**config.mk**
```make
export PLATFORM = sky130hd
export DESIGN_NAME = commit_trace_buffer
export DESIGN_NICKNAME = d
export VERILOG_FILES = /design/src/rtl/commit_trace_pkg.sv /design/src/rtl/trace_fifo.sv /design/src/rtl/commit_trace_buffer.sv
export SDC_FILE = /design/constraint.sdc
export NUM_CORES = 2
export LEC_CHECK = 0
export ABC_AREA = 1
export BUFFER_PORTS_ARGS = -buffer_cell sky130_fd_sc_hd__buf_2
export CAP_MARGIN = 10
export CORE_ASPECT_RATIO = 1.1
export CORE_MARGIN = 10
export CORE_UTILIZATION = 29
export DETAILED_ROUTE_END_ITERATION = 8
export HOLD_SLACK_MARGIN = 0.05
export MAX_ROUTING_LAYER = met4
export PLACE_DENSITY = 0.44
export SYNTH_ARGS = -nofsm -noshare
export SYNTH_HDL_FRONTEND = slang
export SYNTH_HIERARCHICAL = 1
export SYNTH_SLANG_ARGS = --single-unit
```
**constraint.sdc**
```tcl
create_clock -name clk -period 13.25 [get_ports clk]
set_input_delay 0.6625 -clock clk [delete_from_list [all_inputs] [get_ports clk]]
set_output_delay 0.6625 -clock clk [all_outputs]
set_load 0.01 [all_outputs]
```
**src/rtl/commit_trace_pkg.sv**
```systemverilog
// Shared widths, entry layout and pointer helper for the commit trace buffer.
// The TRACE_MEM_WATCH_EN build of the top level appends one watched memory word to each entry.
package commit_trace_pkg;

   localparam int unsigned DEF_DATA_W   = 32;
   localparam int unsigned DEF_PC_W     = 32;
   localparam int unsigned INST_W       = 32;
   localparam int unsigned DEF_RADDR_W  = 5;
   localparam int unsigned DEF_NUM_TAPS = 4;
   localparam int unsigned DEF_DEPTH    = 16;
   localparam int unsigned DEF_CNT_W    = 16;
   localparam int unsigned DEF_PTR_W    = $clog2(DEF_DEPTH) + 1;

   typedef struct packed {
      logic [DEF_PC_W-1:0]                 pc;
      logic [INST_W-1:0]                   inst;
      logic [DEF_NUM_TAPS*DEF_DATA_W-1:0]  taps;
   } trace_entry_t;

   // Pointer width carries one extra wrap bit to tell full from empty.
   function automatic int unsigned ptr_width(input int unsigned depth);
      return $clog2(depth) + 1;
   endfunction

endpackage

```
**src/rtl/trace_fifo.sv**
```systemverilog
// Generic DEPTH-entry FIFO with wrap-bit pointers, drop-or-evict on full and a
// saturating drop counter. Head data reads combinationally and is zero when empty.
module trace_fifo
   import commit_trace_pkg::*;
#(
   parameter int unsigned ENTRY_W = 192,
   parameter int unsigned DEPTH   = DEF_DEPTH,
   parameter int unsigned CNT_W   = DEF_CNT_W
) (
   input  logic                          clk,
   input  logic                          rst,
   input  logic                          clear_i,
   input  logic                          push_i,
   input  logic                          pop_i,
   input  logic                          overwrite_i,
   input  logic [ENTRY_W-1:0]            push_data_i,
   output logic                          out_valid_o,
   output logic [ENTRY_W-1:0]            out_data_o,
   output logic [ptr_width(DEPTH)-1:0]   count_o,
   output logic [CNT_W-1:0]              drop_cnt_o
);

   localparam int unsigned PTR_W = ptr_width(DEPTH);
   localparam int unsigned IDX_W = PTR_W - 1;

   logic [ENTRY_W-1:0] mem_q [DEPTH];
   logic [PTR_W-1:0]   wr_ptr_q, wr_ptr_d, rd_ptr_q, rd_ptr_d;
   logic [CNT_W-1:0]   drop_q, drop_d;
   logic               empty, full, do_pop, wr_en;

   assign empty = (wr_ptr_q == rd_ptr_q);
   assign full  = (wr_ptr_q[IDX_W-1:0] == rd_ptr_q[IDX_W-1:0]) &&
                  (wr_ptr_q[IDX_W] != rd_ptr_q[IDX_W]);
   assign do_pop = pop_i && !empty;

   // Clear wins; a full push either drops or evicts the head, and counts as lost either way.
   always_comb begin
      wr_en    = 1'b0;
      wr_ptr_d = wr_ptr_q;
      rd_ptr_d = rd_ptr_q;
      drop_d   = drop_q;
      if (clear_i) begin
         wr_ptr_d = '0;
         rd_ptr_d = '0;
         drop_d   = '0;
      end else begin
         if (push_i) begin
            if (!full || do_pop) begin
               wr_en = 1'b1;
            end else begin
               if (drop_q != '1) drop_d = drop_q + CNT_W'(1);
               if (overwrite_i) begin
                  wr_en    = 1'b1;
                  rd_ptr_d = rd_ptr_q + PTR_W'(1);
               end
            end
         end
         if (wr_en)  wr_ptr_d = wr_ptr_q + PTR_W'(1);
         if (do_pop) rd_ptr_d = rd_ptr_q + PTR_W'(1);
      end
   end

   always_ff @(posedge clk or negedge rst) begin
      if (!rst) begin
         wr_ptr_q <= '0;
         rd_ptr_q <= '0;
         drop_q   <= '0;
      end else begin
         wr_ptr_q <= wr_ptr_d;
         rd_ptr_q <= rd_ptr_d;
         drop_q   <= drop_d;
      end
   end

   always_ff @(posedge clk) begin
      if (wr_en) mem_q[wr_ptr_q[IDX_W-1:0]] <= push_data_i;
   end

   assign out_valid_o = !empty;
   assign out_data_o  = empty ? '0 : mem_q[rd_ptr_q[IDX_W-1:0]];
   assign count_o     = wr_ptr_q - rd_ptr_q;
   assign drop_cnt_o  = drop_q;

endmodule

```
**src/rtl/commit_trace_buffer.sv**
```systemverilog
// Commit trace buffer: shadows NUM_TAPS selectable registers and records {pc, inst, taps}
// per qualified commit. Define TRACE_MEM_WATCH_EN to add a watched memory word to each entry.
module commit_trace_buffer
   import commit_trace_pkg::*;
#(
   parameter int unsigned DATA_W   = DEF_DATA_W,
   parameter int unsigned PC_W     = DEF_PC_W,
   parameter int unsigned RADDR_W  = DEF_RADDR_W,
   parameter int unsigned NUM_TAPS = DEF_NUM_TAPS,
   parameter int unsigned DEPTH    = DEF_DEPTH,
   parameter int unsigned CNT_W    = DEF_CNT_W
) (
   input  logic                         clk,
   input  logic                         rst,
   input  logic                         enable,
   input  logic                         clear,
   input  logic                         mode_filter,
   input  logic                         overwrite,
   input  logic [NUM_TAPS*RADDR_W-1:0]  tap_sel,
   input  logic                         commit_valid,
   input  logic [PC_W-1:0]              commit_pc,
   input  logic [INST_W-1:0]            commit_inst,
   input  logic                         rf_wr_en,
   input  logic [RADDR_W-1:0]           rf_wr_addr,
   input  logic [DATA_W-1:0]            rf_wr_data,
`ifdef TRACE_MEM_WATCH_EN
   input  logic                         mem_wr_en,
   input  logic [31:0]                  mem_addr,
   input  logic [DATA_W-1:0]            mem_wr_data,
   input  logic [31:0]                  watch_addr,
   output logic [DATA_W-1:0]            watch_data,
   output logic [DATA_W-1:0]            out_watch,
`endif
   output logic                         out_valid,
   input  logic                         out_ready,
   output logic [PC_W-1:0]              out_pc,
   output logic [INST_W-1:0]            out_inst,
   output logic [NUM_TAPS*DATA_W-1:0]   out_taps,
   output logic [NUM_TAPS*DATA_W-1:0]   tap_live,
   output logic [$clog2(DEPTH):0]       count,
   output logic [CNT_W-1:0]             drop_cnt
);

`ifdef TRACE_MEM_WATCH_EN
   localparam int unsigned ENTRY_W = PC_W + INST_W + NUM_TAPS*DATA_W + DATA_W;
`else
   localparam int unsigned ENTRY_W = PC_W + INST_W + NUM_TAPS*DATA_W;
`endif

   logic [NUM_TAPS*DATA_W-1:0] tap_q, tap_d;
   logic                       hit, push;
   logic [ENTRY_W-1:0]         push_data, head_data;
`ifdef TRACE_MEM_WATCH_EN
   logic [DATA_W-1:0]          watch_q, watch_d;
`endif

   // Next shadow state doubles as the bypassed capture value (post-commit state).
   always_comb begin
      tap_d = tap_q;
      hit   = 1'b0;
      for (int unsigned i = 0; i < NUM_TAPS; i++) begin
         if (rf_wr_en && (rf_wr_addr != '0) &&
             (rf_wr_addr == tap_sel[i*RADDR_W +: RADDR_W])) begin
            tap_d[i*DATA_W +: DATA_W] = rf_wr_data;
            hit = 1'b1;
         end
      end
`ifdef TRACE_MEM_WATCH_EN
      watch_d = watch_q;
      if (mem_wr_en && (mem_addr == watch_addr)) begin
         watch_d = mem_wr_data;
         hit     = 1'b1;
      end
`endif
   end

   always_ff @(posedge clk or negedge rst) begin
      if (!rst) begin
         tap_q <= '0;
      end else begin
         tap_q <= tap_d;
      end
   end

`ifdef TRACE_MEM_WATCH_EN
   always_ff @(posedge clk or negedge rst) begin
      if (!rst) begin
         watch_q <= '0;
      end else begin
         watch_q <= watch_d;
      end
   end

   assign watch_data = watch_q;
   assign push_data  = {commit_pc, commit_inst, tap_d, watch_d};
`else
   assign push_data  = {commit_pc, commit_inst, tap_d};
`endif

   assign push     = enable && commit_valid && (!mode_filter || hit);
   assign tap_live = tap_q;

   trace_fifo #(
      .ENTRY_W (ENTRY_W),
      .DEPTH   (DEPTH),
      .CNT_W   (CNT_W)
   ) u_fifo (
      .clk         (clk),
      .rst         (rst),
      .clear_i     (clear),
      .push_i      (push),
      .pop_i       (out_ready),
      .overwrite_i (overwrite),
      .push_data_i (push_data),
      .out_valid_o (out_valid),
      .out_data_o  (head_data),
      .count_o     (count),
      .drop_cnt_o  (drop_cnt)
   );

`ifdef TRACE_MEM_WATCH_EN
   assign {out_pc, out_inst, out_taps, out_watch} = head_data;
`else
   assign {out_pc, out_inst, out_taps} = head_data;
`endif

endmodule

```
==> impl_metrics.yaml <==
cells_and_area:
  drive_above_1_share_pct: 9.67
  area_growth_pct: 15.9
  regArea_um2: 96100
  mostFrequentLayoutCell: "nand2_1"
  fin_cells: 19564
  nets: 13162
  layout_common_cells: "nand2_1, edfxtp_1, nand3_1"
  n_fill_cell: 46860
  multi_input_area_um2: 30400
  post-route-cell-area_um2: 157000
timing:
  relSlewSlack_pct: 14.4
  period_minus_slack_ns: 7.92
  rsz0062_at_grt: "no"
  finalWorstSetupSlack_ns: 5.33
  worst-slew-pin-transition_ns: 1.28
  max_freq_mhz: 126
  min_period_over_period_pct: 59.8
  finalHoldViolCount: 0
  finalClockSkew_ns: 0.0745
  setup_violations: 0
  drv_slew: 0
  tns_ns: 0
logic_synthesis:
  synth_top_family_by_area: "simple AND/OR/NAND/NOR gates"
  synth_adder_area_share_pct: 0.107
  ys_top_cells_by_area: "edfxtp_1, nand2_1, nand3_1, inv_1, dfrtp_1"
  synth-seq-cells: 3226
  synthSimpleGateAreaFrac_pct: 19.9
  synth_area_um2: 135000
  synth_nets: 12742
  ys_warn_count: 6
  synth.distinct_cells: 27
  synthXorXnorAreaFrac_pct: 0.168
  synth_compound_gate_area_share_pct: 2.09
  synth.avg_cell_area_um2: 10.7
  synth.largest_area_cell: "edfxtp_1"
  muxShareOfSynthArea_pct: 0
  netlist.area_leader.share_pct: 68.1
  ys_seq_area_share_pct: 71.0
  syn-instance-count: 12601
detailed_routing:
  wl_met1_um: 217000
  wl_met3_um: 23400
  wl_met2_um: 210000
  via_count: 90236
  routed_wl_um: 460000
  drtAntennaViolNets: 0
  firstDrtPassIters: 6
  drt-initial-drc-count: 7905
  drc: 0
  avgRoutedWirePerCell_um: 23.5
  dr.max_layer_used: "met4"
  vias_per_cell: 4.61
setup_path:
  crit_path_end_kind: "output port"
  startpoint_type: "flip-flop"
  cp.required_ns: 12.59
  critPathKind: "flip-flop to output port"
  crit_slowest_cell: "dfrtp_4"
  crit_path_max_fanout: 78
  worst_path_largest_cell_delay_ns: 0.93
  cp_common_cell: "buf_4"
  cp_data_arrival_time_ns: 7.26
  path_cells: "buf_4 > buf_4 > buf_4 > buf_4 > buf_4 > nand2_1 > nand3_1 > nand3_1 > a21oi_1 > buf_2"
pwr:
  peakVddDrop_uv: 180
  p_leak_nw: 63.3
  powerDensity_nw_per_um2: 198
placed_design:
  dpl.hpwl_um: 246000
  globalplace.congestion: 0.802
  place_area_um2: 145000
  placed_cells: 18812
  dpl_worst_slack_ns: 6.08
  io_buffers: 471
clock_network:
  clock-sinks: 3226
  htree_levels: 5
  clkLatencyLatePin_ns: 1.04
  post_cts_buffers: 0
  cts.reportedPaths.clkPinSlew_ns: 0.06
  cts.path.max_buffers: 4
  cts-root-buf: "clkbuf_16"
  cts_tree: "built"
  cts_buffers: 368
die:
  dieWidth_um: 672
  die_area_um2: 495000
  core_area_um2: 466000
  initial_core_util_pct: 29.1
  fp.dieH_um: 737
  rows: 263
  io_pins: 472
global_routing:
  grt_overflow: 0
  antenna_found_initial: 43
  grt_max_degree: 189
  grt_pass1_wl_um: 656000
  grt_pass1_vias: 86697
  grt_usage_pct: 18.5
run_status:
  status: "completed"
flow_run:
  cap_violations: 0
min_path:
  hold_path.class: "input pin to flip-flop"
[kinds of logic after synthesis]
kind of cell    after synthesis
compound gates              533
xor+xnor                     26
fa+ha+maj                    11
buf+inv                    2308
flops                      3226
simple gates               6497
[sequential cells by signal (all words and copies together), names as in the netlist]
register / cells
tap_live: 128
u_fifo/mem_q: 3072
u_fifo/drop_cnt_o: 16
u_fifo/wr_ptr_q: 5
u_fifo/rd_ptr_q: 5
[layout make-up]
type,count,share of cell area (%)
timing repair buffer,749,3.13
multi-input combinational,7067,19.3
inverter,1609,3.87
antenna,15,0.0239
sequential,3226,61.2
clock inverter,197,1.23
tap,6227,4.96
clock buffer,474,6.22
[cells in the mapped netlist, drive strengths merged]
library cell	n
nand3	1959
a21oi	194
nand2	4083
inv	1609
clkbuf	362
edfxtp	3072
xor2	20
o21ai	336
xnor2	6
o211ai	1
ha	10
dfrtp	154
o21bai	2
nand4	11
nor2	439
nor3	2
or2	3
fa	1
buf	337
[power breakdown]
group	leakage [nW]	total, mW	internal [mW]	switching (mW)
registers	30.0	12.0	11.8	0.175
clock network	5.67	10.0	5.74	4.30
logic	27.6	9.10	2.23	6.87
[through the flow]
stage	power (mW)	hold WS (ns)	util, %
after floorplan	17.2	0.367	-
after global placement	21.5	0.502	31.0
after detailed placement	21.5	0.493	31.0
after CTS	31.7	0.0519	33.7
after global routing	32.8	0.0937	33.7
final	31.2	0.106	33.7
[critical path: cells and delay by family, from the launching register on]
| kind | cells | cell delay (ns) |
|---|---|---|
| buf+inv | 6 | 4.33 |
| flops | 1 | 0.93 |
| compound gates | 1 | 0.51 |
| simple gates | 3 | 0.32 |
[routing by layer]
layer	global-route usage, %	vias up
met5	-	-
li1	-	42460
met2	29.0	2218
met1	25.8	45082
met4	3.47	0
met3	2.60	476
[final timing paths]
check                                    from                    end  slack (ns)  cells past startpoint
max                        u_fifo/rd_ptr_q[1]           out_taps[59]        5.33                     10
min                           commit_inst[31]   u_fifo/mem_q[7][159]        0.11                      1
max reg2reg                u_fifo/rd_ptr_q[1]     u_fifo/mem_q[8][7]        6.97                     11
min reg2reg                      tap_live[86]           tap_live[86]        0.53                      2
max in group asynchronous                 rst            tap_live[4]       10.98                      4
min in group asynchronous                 rst  u_fifo/drop_cnt_o[12]        0.14                      2
[repair_timing]
item                                   in CTS  in global routing
hold buffers                               58                  0
gates resized for setup                     0                  0
endpoints found under the hold margin     847                  0
Power figures use the tool's default switching activity.
